==> config.mk <==
export PLATFORM = sky130hd
export DESIGN_NAME = fetch_stage_flat
export DESIGN_NICKNAME = d
export VERILOG_FILES = /design/src/rtl/fetch_pkg.sv /design/src/rtl/fetch_stage_if.sv /design/src/rtl/fetch_stage_pc_next_sel.sv /design/src/rtl/fetch_stage.sv /design/src/flat_wrapper.sv
export SDC_FILE = /design/constraint.sdc
export NUM_CORES = 1
export LEC_CHECK = 0
export ABC_CLOCK_PERIOD_IN_PS = 1910
export BUFFER_PORTS_ARGS = -buffer_cell sky130_fd_sc_hd__buf_2
export CAP_MARGIN = 15
export CORE_MARGIN = 3
export CORE_UTILIZATION = 46
export DETAILED_ROUTE_END_ITERATION = 6
export PLACE_DENSITY = 0.77
export RECOVER_POWER = 100
export SYNTH_ARGS = -nofsm -noshare
export SYNTH_HDL_FRONTEND = slang
export SYNTH_SLANG_ARGS = --single-unit
==> constraint.sdc <==
create_clock -name clk -period 1.91 [get_ports clk]
set_input_delay 0.191 -clock clk [delete_from_list [all_inputs] [get_ports clk]]
set_output_delay 0.191 -clock clk [all_outputs]
set_load 0.005 [all_outputs]
==> src/rtl/fetch_pkg.sv <==
// Shared definitions for the instruction-fetch stage: FSM encoding, the
// squash word and the PC increment.
package fetch_pkg;

  typedef enum logic [1:0] {
    ST_RUN      = 2'b00,
    ST_STALL    = 2'b01,
    ST_REDIRECT = 2'b10
  } fetch_state_e;

  localparam logic [31:0] NOP_WORD = 32'h0000_0000;
  localparam logic [31:0] PC_STEP  = 32'd4;

  // Branch targets are word-aligned silently; misaligned low bits are dropped.
  function automatic logic [31:0] align_word(input logic [31:0] addr);
    return {addr[31:2], 2'b00};
  endfunction

endpackage

==> src/rtl/fetch_stage_if.sv <==
// Fetch-stage bus: hazard/branch controls, ROM port and the registered IF
// outputs plus monitoring counters.
interface fetch_if #(
  parameter int ADDR_W = 8,
  parameter int CNT_W  = 16
) ();

  logic              stall;
  logic              branch_taken;
  logic [31:0]       branch_target;
  logic [31:0]       rom_data;
  logic [ADDR_W-1:0] rom_addr;
  logic [31:0]       pc_out;
  logic [31:0]       instr_out;
  logic [31:0]       pc_plus4_out;
  logic              valid_out;
  logic [1:0]        state_out;
  logic [CNT_W-1:0]  fetch_count;
  logic [CNT_W-1:0]  bubble_count;

  // Environment side: hazard unit, ID stage and the instruction ROM.
  modport master (
    output stall, branch_taken, branch_target, rom_data,
    input  rom_addr, pc_out, instr_out, pc_plus4_out, valid_out,
           state_out, fetch_count, bubble_count
  );

  // Fetch stage side.
  modport slave (
    input  stall, branch_taken, branch_target, rom_data,
    output rom_addr, pc_out, instr_out, pc_plus4_out, valid_out,
           state_out, fetch_count, bubble_count
  );

endinterface

==> src/rtl/fetch_stage_pc_next_sel.sv <==
// Combinational next-PC / next-state selection for the fetch stage.
// Priority: branch_taken > stall > sequential fetch.
module pc_next_sel
  import fetch_pkg::*;
#(
  parameter int BRANCH_SQUASH = 1
) (
  input  logic [31:0]  pc,
  input  logic         stall,
  input  logic         branch_taken,
  input  logic [31:0]  branch_target,
  output logic [31:0]  pc_next,
  output fetch_state_e state_next,
  output logic         squash
);

  localparam logic SQUASH_EN = (BRANCH_SQUASH != 0);

  always_comb begin
    pc_next    = pc;
    state_next = ST_RUN;
    squash     = 1'b0;
    if (branch_taken) begin
      // A branch in REDIRECT simply overrides the previous one.
      pc_next    = align_word(branch_target);
      state_next = ST_REDIRECT;
      squash     = SQUASH_EN;
    end else if (stall) begin
      state_next = ST_STALL;
    end else begin
      pc_next    = pc + PC_STEP;
    end
  end

endmodule

==> src/rtl/fetch_stage.sv <==
// Instruction-fetch stage: PC register, ROM addressing, registered IF/ID
// outputs and saturating fetch/bubble counters.
module fetch_stage
  import fetch_pkg::*;
#(
  parameter int ADDR_W        = 8,
  parameter int CNT_W         = 16,
  parameter int BRANCH_SQUASH = 1
) (
  input  logic   clk,
  input  logic   reset,
  fetch_if.slave bus
);

  fetch_state_e     state_q, state_d;
  logic [31:0]      pc_q, pc_d;
  logic [31:0]      instr_q, instr_d;
  logic [31:0]      pc_plus4_q, pc_plus4_d;
  logic             valid_q, valid_d;
  logic [CNT_W-1:0] fetch_cnt_q, fetch_cnt_d;
  logic [CNT_W-1:0] bubble_cnt_q, bubble_cnt_d;
  logic             squash;

  pc_next_sel #(
    .BRANCH_SQUASH(BRANCH_SQUASH)
  ) u_pc_next_sel (
    .pc            (pc_q),
    .stall         (bus.stall),
    .branch_taken  (bus.branch_taken),
    .branch_target (bus.branch_target),
    .pc_next       (pc_d),
    .state_next    (state_d),
    .squash        (squash)
  );

  function automatic logic [CNT_W-1:0] sat_inc(input logic [CNT_W-1:0] v);
    return (&v) ? v : v + CNT_W'(1);
  endfunction

  // A stall holds every IF output; a squashed redirect keeps the old
  // pc_plus4 since it carries no meaning alongside a bubble.
  always_comb begin
    instr_d      = instr_q;
    pc_plus4_d   = pc_plus4_q;
    valid_d      = valid_q;
    fetch_cnt_d  = fetch_cnt_q;
    bubble_cnt_d = bubble_cnt_q;
    if (state_d == ST_STALL) begin
      bubble_cnt_d = sat_inc(bubble_cnt_q);
    end else if (squash) begin
      instr_d      = NOP_WORD;
      valid_d      = 1'b0;
      bubble_cnt_d = sat_inc(bubble_cnt_q);
    end else begin
      instr_d      = bus.rom_data;
      pc_plus4_d   = pc_q + PC_STEP;
      valid_d      = 1'b1;
      fetch_cnt_d  = sat_inc(fetch_cnt_q);
    end
  end

  always_ff @(posedge clk or negedge reset) begin
    if (!reset) begin
      state_q      <= ST_RUN;
      pc_q         <= '0;
      instr_q      <= NOP_WORD;
      pc_plus4_q   <= '0;
      valid_q      <= 1'b0;
      fetch_cnt_q  <= '0;
      bubble_cnt_q <= '0;
    end else begin
      state_q      <= state_d;
      pc_q         <= pc_d;
      instr_q      <= instr_d;
      pc_plus4_q   <= pc_plus4_d;
      valid_q      <= valid_d;
      fetch_cnt_q  <= fetch_cnt_d;
      bubble_cnt_q <= bubble_cnt_d;
    end
  end

  assign bus.rom_addr     = pc_q[ADDR_W-1:0];
  assign bus.pc_out       = pc_q;
  assign bus.instr_out    = instr_q;
  assign bus.pc_plus4_out = pc_plus4_q;
  assign bus.valid_out    = valid_q;
  assign bus.state_out    = state_q;
  assign bus.fetch_count  = fetch_cnt_q;
  assign bus.bubble_count = bubble_cnt_q;

endmodule

==> src/flat_wrapper.sv <==
// flat-port wrapper written by rule: the top's interface ports become plain ports
module fetch_stage_flat import fetch_pkg::*;
#(
  parameter int ADDR_W        = 8,
  parameter int CNT_W         = 16,
  parameter int BRANCH_SQUASH = 1
)
  (clk, reset, bus_stall, bus_branch_taken, bus_branch_target, bus_rom_data, bus_rom_addr, bus_pc_out, bus_instr_out, bus_pc_plus4_out, bus_valid_out, bus_state_out, bus_fetch_count, bus_bubble_count);
  fetch_if #(.ADDR_W(ADDR_W), .CNT_W(CNT_W)) bus_i ();
  input  logic clk;
  input  logic reset;
  input wire logic [$bits(bus_i.stall)-1:0] bus_stall;
  input wire logic [$bits(bus_i.branch_taken)-1:0] bus_branch_taken;
  input wire logic [$bits(bus_i.branch_target)-1:0] bus_branch_target;
  input wire logic [$bits(bus_i.rom_data)-1:0] bus_rom_data;
  output wire logic [$bits(bus_i.rom_addr)-1:0] bus_rom_addr;
  output wire logic [$bits(bus_i.pc_out)-1:0] bus_pc_out;
  output wire logic [$bits(bus_i.instr_out)-1:0] bus_instr_out;
  output wire logic [$bits(bus_i.pc_plus4_out)-1:0] bus_pc_plus4_out;
  output wire logic [$bits(bus_i.valid_out)-1:0] bus_valid_out;
  output wire logic [$bits(bus_i.state_out)-1:0] bus_state_out;
  output wire logic [$bits(bus_i.fetch_count)-1:0] bus_fetch_count;
  output wire logic [$bits(bus_i.bubble_count)-1:0] bus_bubble_count;
  assign bus_i.stall = bus_stall;
  assign bus_i.branch_taken = bus_branch_taken;
  assign bus_i.branch_target = bus_branch_target;
  assign bus_i.rom_data = bus_rom_data;
  assign bus_rom_addr = bus_i.rom_addr;
  assign bus_pc_out = bus_i.pc_out;
  assign bus_instr_out = bus_i.instr_out;
  assign bus_pc_plus4_out = bus_i.pc_plus4_out;
  assign bus_valid_out = bus_i.valid_out;
  assign bus_state_out = bus_i.state_out;
  assign bus_fetch_count = bus_i.fetch_count;
  assign bus_bubble_count = bus_i.bubble_count;
  fetch_stage #(.ADDR_W(ADDR_W), .CNT_W(CNT_W), .BRANCH_SQUASH(BRANCH_SQUASH)) u_core (.clk(clk), .reset(reset), .bus(bus_i));
endmodule
==> impl_results.md, run 1 <==
* Post-synthesis register bit count at 127
* Initial antenna violation count at 0
* Required time worst endpoint at 2180 ps
* Largest stage delay, worst path at 340 ps
* Worst r2r src: u_core.bus.pc_out[3]
* Final setup fails at 0
* RePlAce Congestion at 0.828
* Routed length per instance at 15.8 um
* Pin slew with the least headroom to its limit at 1340 ps
* Clock Latency Late Sink at 410 ps
* Fmax at 0.558 GHz
* Clk root buf: clkbuf_16
* Crit end category: flip-flop
* Layout cells sized above 1 at 0.233
* Row count at 42
* Syn avg cell area at 10.1 sq um
* RR Endpoint: u_core.bus.pc_out[25]
* CTS Buf Count at 17
* Commonest non-fill, non-tap cells in the layout: dfrtp_1 (127), buf_2 (124), nand2_1 (90)
* Cells on worst reg2reg path at 7
* Hold WC Path Type: input port to flip-flop
* Largest net degree at the start of global routing at 73
* CORE AREA at 13300 sq um
* Status: completed
* Worst Hold Path Cells at 3
* Unrepaired setup endpoints after global routing: no
* Final period util at 0.939
* TritonCTS sink count at 127
* Critical Path, Cell by Cell: buf_4, nand4_2, nor4_4, clkbuf_2, nand4_1, xor2_1, o21ai_1
* Die Ht at 123 um
* WHS Endpoint: u_core.bus.pc_out[11]
* IO Port Bufs at 198
* Area growth from synthesis to layout at 31.9%
* Final nets at 933
* Number of flops mapped to enable cells by yosys at 0
* Die footprint at 15200 sq um
* Static leakage at 3.83 nW
* Initial DRC count at 339
* Post-DP HPWL at 12000 um
* Die width at 123 um
* Fin. Hold Viols at 0
* Setup TNS at 0 ps
* Setup CP Type: flip-flop to flip-flop
* All-Layer GR Usage at 0.226
* Sequential cell area fraction in the yosys report at 0.503
* N_diodes at 0
* Top_reg_cell synth: dfrtp_1
* Slew Limit Headroom at 0.104
* Post-route DRC violation count at 0
* Fin util at 0.624
* Post-synth ARST share at 1.00
* Clock-pin transition on the worst setup and hold timing paths at 60 ps
* Yosys cell types at 51
* First-pass GRT wire length at 26500 um
* Peak VDD IR at 587 uV
* Starting density of the core at 0.473
* Final Max Slew Viols at 0
* Final antenna-violating net count at 0
* Cells after synthesis at 622
* Top Ports at 207
* CTS tree: yes
* Commonest non-fill, non-tap cell in the layout: dfrtp_1
* Crit path time final at 1790 ps
* FF-to-FF setup slack at 120 ps
* CP arrival at 2070 ps
* Drt pass-1 iters at 5
* Yosys warning total at 0
* Cell area after synthesis at 6310 sq um
* Detailed Route WL at 16600 um
* Grt ovf at 0
* Max Clock Skew at 7.21 ps
* Max cap viols at 0
* Origin of the worst min-delay path: bus_branch_target[11]
* Number of global-route vias before repair at 5170
* Vias at 5376
* Max Buffers Root-to-Sink at 2
* CP max stage cell: dfrtp_1
* Vias/cell at 5.12
* Power per cell area at 982 nW/um^2
* Critical Path Fanout Max at 7
* H-tree Lvls at 4
* Critical path launch point type: flip-flop
[synth_stat cells (4+ instances only)]
| library cell | number | share of area |
|---|---|---|
| dfrtp_1 | 127 | 0.50 |
| nand2_1 | 90 | 0.054 |
| nor2_1 | 52 | 0.031 |
| xnor2_1 | 41 | 0.057 |
| xor2_1 | 40 | 0.056 |
| mux2i_1 | 35 | 0.056 |
| nand3_1 | 33 | 0.026 |
| o21ai_1 | 33 | 0.026 |
| o21ai_0 | 26 | 0.021 |
| nand4_1 | 19 | 0.019 |
| clkbuf_1 | 15 | 0.0089 |
| nor3_1 | 13 | 0.010 |
| and3_1 | 12 | 0.012 |
| buf_4 | 12 | 0.014 |
| buf_2 | 11 | 0.0087 |
| a21oi_1 | 4 | 0.0032 |
| buf_6 | 4 | 0.0071 |
[per-stage QoR]
step	instance area (sq um)	cells	total power, mW	setup WS [ps]	hold WS [ps]
floorplan	6330	627	4.09	86.1	-105
global placement	7550	989	4.74	147	194
detailed placement	7550	989	4.78	110	204
CTS	8470	1049	8.32	84.7	0.709
global route	8330	1051	8.60	11.8	4.84
finish	8330	1051	8.17	117	15.3
[critical path, delay by kind of cell, from the launching register on]
| family | cells | cell delay, ps |
|---|---|---|
| AO/OA/AOI/OAI | 1 | 70 |
| XOR/XNOR | 1 | 160 |
| buffers and inverters | 2 | 380 |
| flip-flops | 1 | 340 |
| AND/OR/NAND/NOR | 3 | 700 |
[cell families (layout without fill, tap and decap cells)]
logic type,Yosys count,after routing,synth area share
DFF,127,127,0.503
adders and majority gates,3,3,0.00595
AOI/OAI and AO/OA,70,70,0.0622
other,1,6,0.000594
buffers and inverters,48,296,0.0436
muxes,37,37,0.0591
xor gates and xnor gates,81,81,0.112
and+or+nand+nor,255,255,0.213
[repair_timing]
item / in CTS / in global routing
buffers inserted: 0 / 2
endpoints found under the hold margin: 61 / 0
gates resized for setup: 0 / 1
endpoints found under the setup margin: 0 / 6
hold buffers: 28 / 0
[how the worst max path moves through the flow]
stage	slack, ps	to	start
after floorplan	90	u_core.bus.pc_out[18]	u_core.bus.pc_out[2]
after global placement	150	u_core.bus.pc_out[27]	u_core.bus.pc_out[6]
after detailed placement	110	u_core.bus.pc_out[25]	u_core.bus.pc_out[6]
after CTS	80	u_core.bus.pc_out[25]	u_core.bus.pc_out[6]
after global routing	10	u_core.bus.pc_out[28]	u_core.bus.pc_out[17]
final	120	u_core.bus.pc_out[25]	u_core.bus.pc_out[3]
[sequential cells by signal (all words and copies together) (netlist names)]
signal and count:
u_core.bus.valid_out 1, u_core.bus.fetch_count 16, u_core.bus.pc_plus4_out 30, u_core.bus.bubble_count 16, u_core.bus.instr_out 32, u_core.bus.state_out 2
u_core.bus.pc_out 30
[cell type report]
class / count / area, sq um
Sequential cell: 127 / 3180
Multi-Input combinational cell: 452 / 2870
Clock buffer: 19 / 453
Clock inverter: 13 / 186
Tap cell: 176 / 220
Inverter: 4 / 15.0
Fill cell: 1192 / 5020
Timing Repair Buffer: 260 / 1400
[routing by layer]
metal | track usage | vias to the layer above | wire length, um
met1 | 0.302 | 2592 | 7220
met3 | 0.0663 | 14 | 1100
met5 | 0 | - | 0
met4 | 0.0616 | 0 | 166
met2 | 0.361 | 177 | 8130
li1 | - | 2593 | -
[power by group]
| group | internal (mW) | switching [mW] | leakage [nW] |
|---|---|---|---|
| Combinational | 0.629 | 0.698 | 1.90 |
| Sequential | 3.03 | 0.346 | 1.62 |
| Clock | 2.26 | 1.21 | 0.313 |
No activity file was read; power rests on OpenSTA's default activity.
==> run 2: changes to the inputs <==
ABC_AREA = 1   (was default)
ABC_CLOCK_PERIOD_IN_PS = 2100   (was 1910)
CORE_UTILIZATION = 55   (was 46)
PLACE_DENSITY = 0.85   (was 0.77)
clock period = 2.1 ns   (was 1.91 ns; I/O delays follow)
==> run 2 against run 1 <==
Effect of this change:
- critical endpoint is now u_core.bus.pc_plus4_out[26]
- total power is 15% lower
- global-route usage up 5.1 points
- highest routed layer unchanged
- sequential power decreased by 9.2%
- combinational power down 14%
- largest power group is now registers
- final area fell by 4.4%
- utilization increased by 9.1 points
- via count increased by 16%
==> impl_results.md, run 2 <==
* Max Clock Skew at 6.63 ps (was 7.21 ps)
* Clock Latency Late Sink at 410 ps (about the same)
* Flip-flop count of the largest register after layout at 32 (unchanged)
* Critical Path Fanout Max at 10 (was 7)
* Row count at 38 (was 42)
* Yosys cell types at 28 (was 51)
* Post-synth top area cell: dfrtp_1 (unchanged)
* Final antenna-violating net count at 0 (unchanged)
* Initial DRC count at 453 (was 339)
* Sequential cell area fraction in the yosys report at 0.493 (was 0.503)
* Clock-pin transition on the worst setup and hold timing paths at 60 ps (about the same)
* Number of flops mapped to enable cells by yosys at 0 (unchanged)
* Max cap viols at 0 (unchanged)
* Final period util at 0.905 (was 0.939)
* All-Layer GR Usage at 0.277 (was 0.226)
* Yosys warning total at 0 (unchanged)
* Post-DP HPWL at 12900 um (was 12000 um)
* Worst path buffer plus inverter count at 2 (unchanged)
* Layout cells sized above 1 at 0.168 (was 0.233)
* Final nets at 1103 (was 933)
* Final worst setup slack at 201 ps (was 117 ps)
* Largest stage delay, worst path at 440 ps (was 340 ps)
* Synth top area cells: dfrtp_1 (49%), nand2_1 (20%), a22o_1 (5.0%) (was dfrtp_1 (50%), xnor2_1 (5.7%), mux2i_1 (5.6%))
* Worst slack, placed at 212 ps (was 110 ps)
* Die width at 114 um (was 123 um)
* Number of global-route vias before repair at 5911 (was 5170)
* Hold WS at 21.2 ps (was 15.3 ps)
* H-tree Lvls at 4 (unchanged)
* Max Buffers Root-to-Sink at 2 (unchanged)
* Post-route DRC violation count at 0 (unchanged)
* RePlAce Congestion at 0.932 (was 0.828)
* Fin. Hold Viols at 0 (unchanged)
* Final setup fails at 0 (unchanged)
* CORE AREA at 11100 sq um (was 13300 sq um)
* CP max stage cell: dfrtp_1 (unchanged)
* Count leader, synth: nand2_1 (was dfrtp_1)
* Top cells by count, synth: nand2_1 (351), dfrtp_1 (127), inv_1 (77) (was dfrtp_1 (127), nand2_1 (90), nor2_1 (52))
* Commonest non-fill, non-tap cell in the layout: nand2_1 (was dfrtp_1)
* Slew Limit Headroom at 0.290 (was 0.104)
* Post-synth ARST share at 1.00 (unchanged)
* Setup CP Type: flip-flop to flip-flop (unchanged)
* Placed Cells at 1152 (was 989)
* CTS tree: yes (unchanged)
* Pin slew with the least headroom to its limit at 1060 ps (was 1340 ps)
* Die Ht at 114 um (was 123 um)
* Starting density of the core at 0.579 (was 0.473)
* Register Area at 3180 sq um (unchanged)
* Peak VDD IR at 727 uV (was 587 uV)
* Crit path time final at 1900 ps (was 1790 ps)
* TritonCTS sink count at 127 (unchanged)
* Area growth from synthesis to layout at 23.5% (was 31.9%)
* Critical Path, Cell by Cell: ha_1, inv_1, nor2_1, nand2_1, nor2_4, nand3_1, nand2_1, inv_1, nand2_1, nand2_1 (was buf_4, nand4_2, nor4_4, clkbuf_2, nand4_1, xor2_1, o21ai_1)
* Top Ports at 207 (unchanged)
* Initial antenna violation count at 1 (was 0)
* CTS Buf Count at 17 (unchanged)
* Syn avg cell area at 7.71 sq um (was 10.1 sq um)
* Vias at 6225 (was 5376)
* Share of the synthesized area in the top cell type at 0.493 (was 0.503)
* Detailed Route WL at 17700 um (was 16600 um)
* First-pass GRT wire length at 28500 um (was 26500 um)
* Drt pass-1 iters at 5 (unchanged)
* Crit end category: flip-flop (unchanged)
* Crit-path most repeated cell: nand2_1
* Unrepaired setup endpoints after global routing: no (unchanged)
* Critical path launch point type: flip-flop (unchanged)
* Commonest non-fill, non-tap cells in the layout: nand2_1 (351), buf_2 (129), dfrtp_1 (127) (was dfrtp_1 (127), buf_2 (124), nand2_1 (90))
* Post-synthesis register bit count at 127 (unchanged)
* Top_reg_cell synth: dfrtp_1 (unchanged)
* Fmax at 0.526 GHz (was 0.558 GHz)
* Vias/cell at 5.26 (was 5.12)
* Hold WC Path Type: input port to flip-flop (unchanged)
* Status: completed (unchanged)
* Grt ovf at 0 (unchanged)
* Fillers at 973 (was 1192)
* Die footprint at 13000 sq um (was 15200 sq um)
* Clk root buf: clkbuf_16 (unchanged)
* Static leakage at 4.23 nW (was 3.83 nW)
* CP arrival at 2200 ps (was 2070 ps)
* Cell area after synthesis at 6440 sq um (was 6310 sq um)
* Final Max Slew Viols at 0 (unchanged)
* Kind of cell adding the most delay to the critical path: simple AND/OR/NAND/NOR gates (unchanged)
* Setup TNS at 0 ps (unchanged)
* Cells after synthesis at 835 (was 622)
* Power per cell area at 872 nW/um^2 (was 982 nW/um^2)
* Multi-input logic area at 2780 sq um (was 2870 sq um)
* Final non-filler cell total at 1184 (was 1051)
* Largest net degree at the start of global routing at 58 (was 73)
* IO Port Bufs at 198 (unchanged)
* Required time worst endpoint at 2400 ps (was 2180 ps)
* Fin util at 0.715 (was 0.624)
* Routed length per instance at 15.0 um (was 15.8 um)
-- run 2: area by class of cell --
| class | count | area share |
|---|---|---|
| diodes | 1 | 0.000315 |
| well taps | 140 | 0.0220 |
| clock buffers | 23 | 0.0601 |
| inverters | 78 | 0.0368 |
| repair buffers | 210 | 0.124 |
| clock inverters | 7 | 0.00786 |
| flip-flops and latches | 127 | 0.399 |
| multi-input cells | 598 | 0.349 |
-- run 2: what timing repair did --
| item | in CTS | in global routing |
|---|---|---|
| endpoints found under the hold margin | 40 | 0 |
| hold buffers | 1 | 0 |
| resized for setup | 0 | 0 |
| setup endpoints to repair | 0 | 0 |
| setup buffers | 0 | 0 |
-- run 2: kinds of logic (layout without fill, tap and decap cells) --
kind of cell    after synthesis  in the layout  synth area share
compound gates               71             71            0.0775
xor+xnor                     26             26            0.0354
fa+ha+maj                     3              3           0.00583
buf+inv                     115            318            0.0789
flops                       127            127             0.493
other cells                   1              7          0.000582
simple gates                492            492             0.308
-- run 2: worst paths after layout --
kind / to / cells past startpoint / slack [ps] / startpoint
setup / recovery: u_core.bus.pc_plus4_out[26] / 10 / 200 / u_core.bus.pc_out[3]
hold / removal: u_core.bus.pc_out[7] / 3 / 20 / bus_branch_target[7]
setup reg to reg: u_core.bus.pc_plus4_out[26] / 10 / 200 / u_core.bus.pc_out[3]
hold reg to reg: u_core.bus.pc_plus4_out[2] / 2 / 470 / u_core.bus.pc_plus4_out[2]
max in group asynchronous: u_core.bus.fetch_count[3] / 3 / 330 / reset
min in group asynchronous: u_core.bus.bubble_count[6] / 2 / 510 / reset
-- run 2: through the flow --
stage / cell area [sq um] / power, mW
after floorplan: 6460 / 3.69
after global placement: 7530 / 4.23
after detailed placement: 7530 / 4.29
after CTS: 8090 / 7.01
after global routing: 7960 / 7.27
final: 7960 / 6.93
-- run 2: layer usage --
metal,global-route usage,part of all wire
met5,0,0
met4,0.135,0.027
met3,0.0529,0.081
met2,0.441,0.48
met1,0.366,0.42
-- run 2: power breakdown --
| group | leakage, nW | internal, mW | switching, mW |
|---|---|---|---|
| Sequential | 1.64 | 2.74 | 0.337 |
| Combinational | 2.32 | 0.499 | 0.647 |
| Clock | 0.268 | 1.70 | 1.02 |
-- run 2: tightest hold or removal path: cells and delay by family --
kind | cells | cell delay [ps]
buffers and inverters | 1 | 70
and+or+nand+nor | 2 | 110
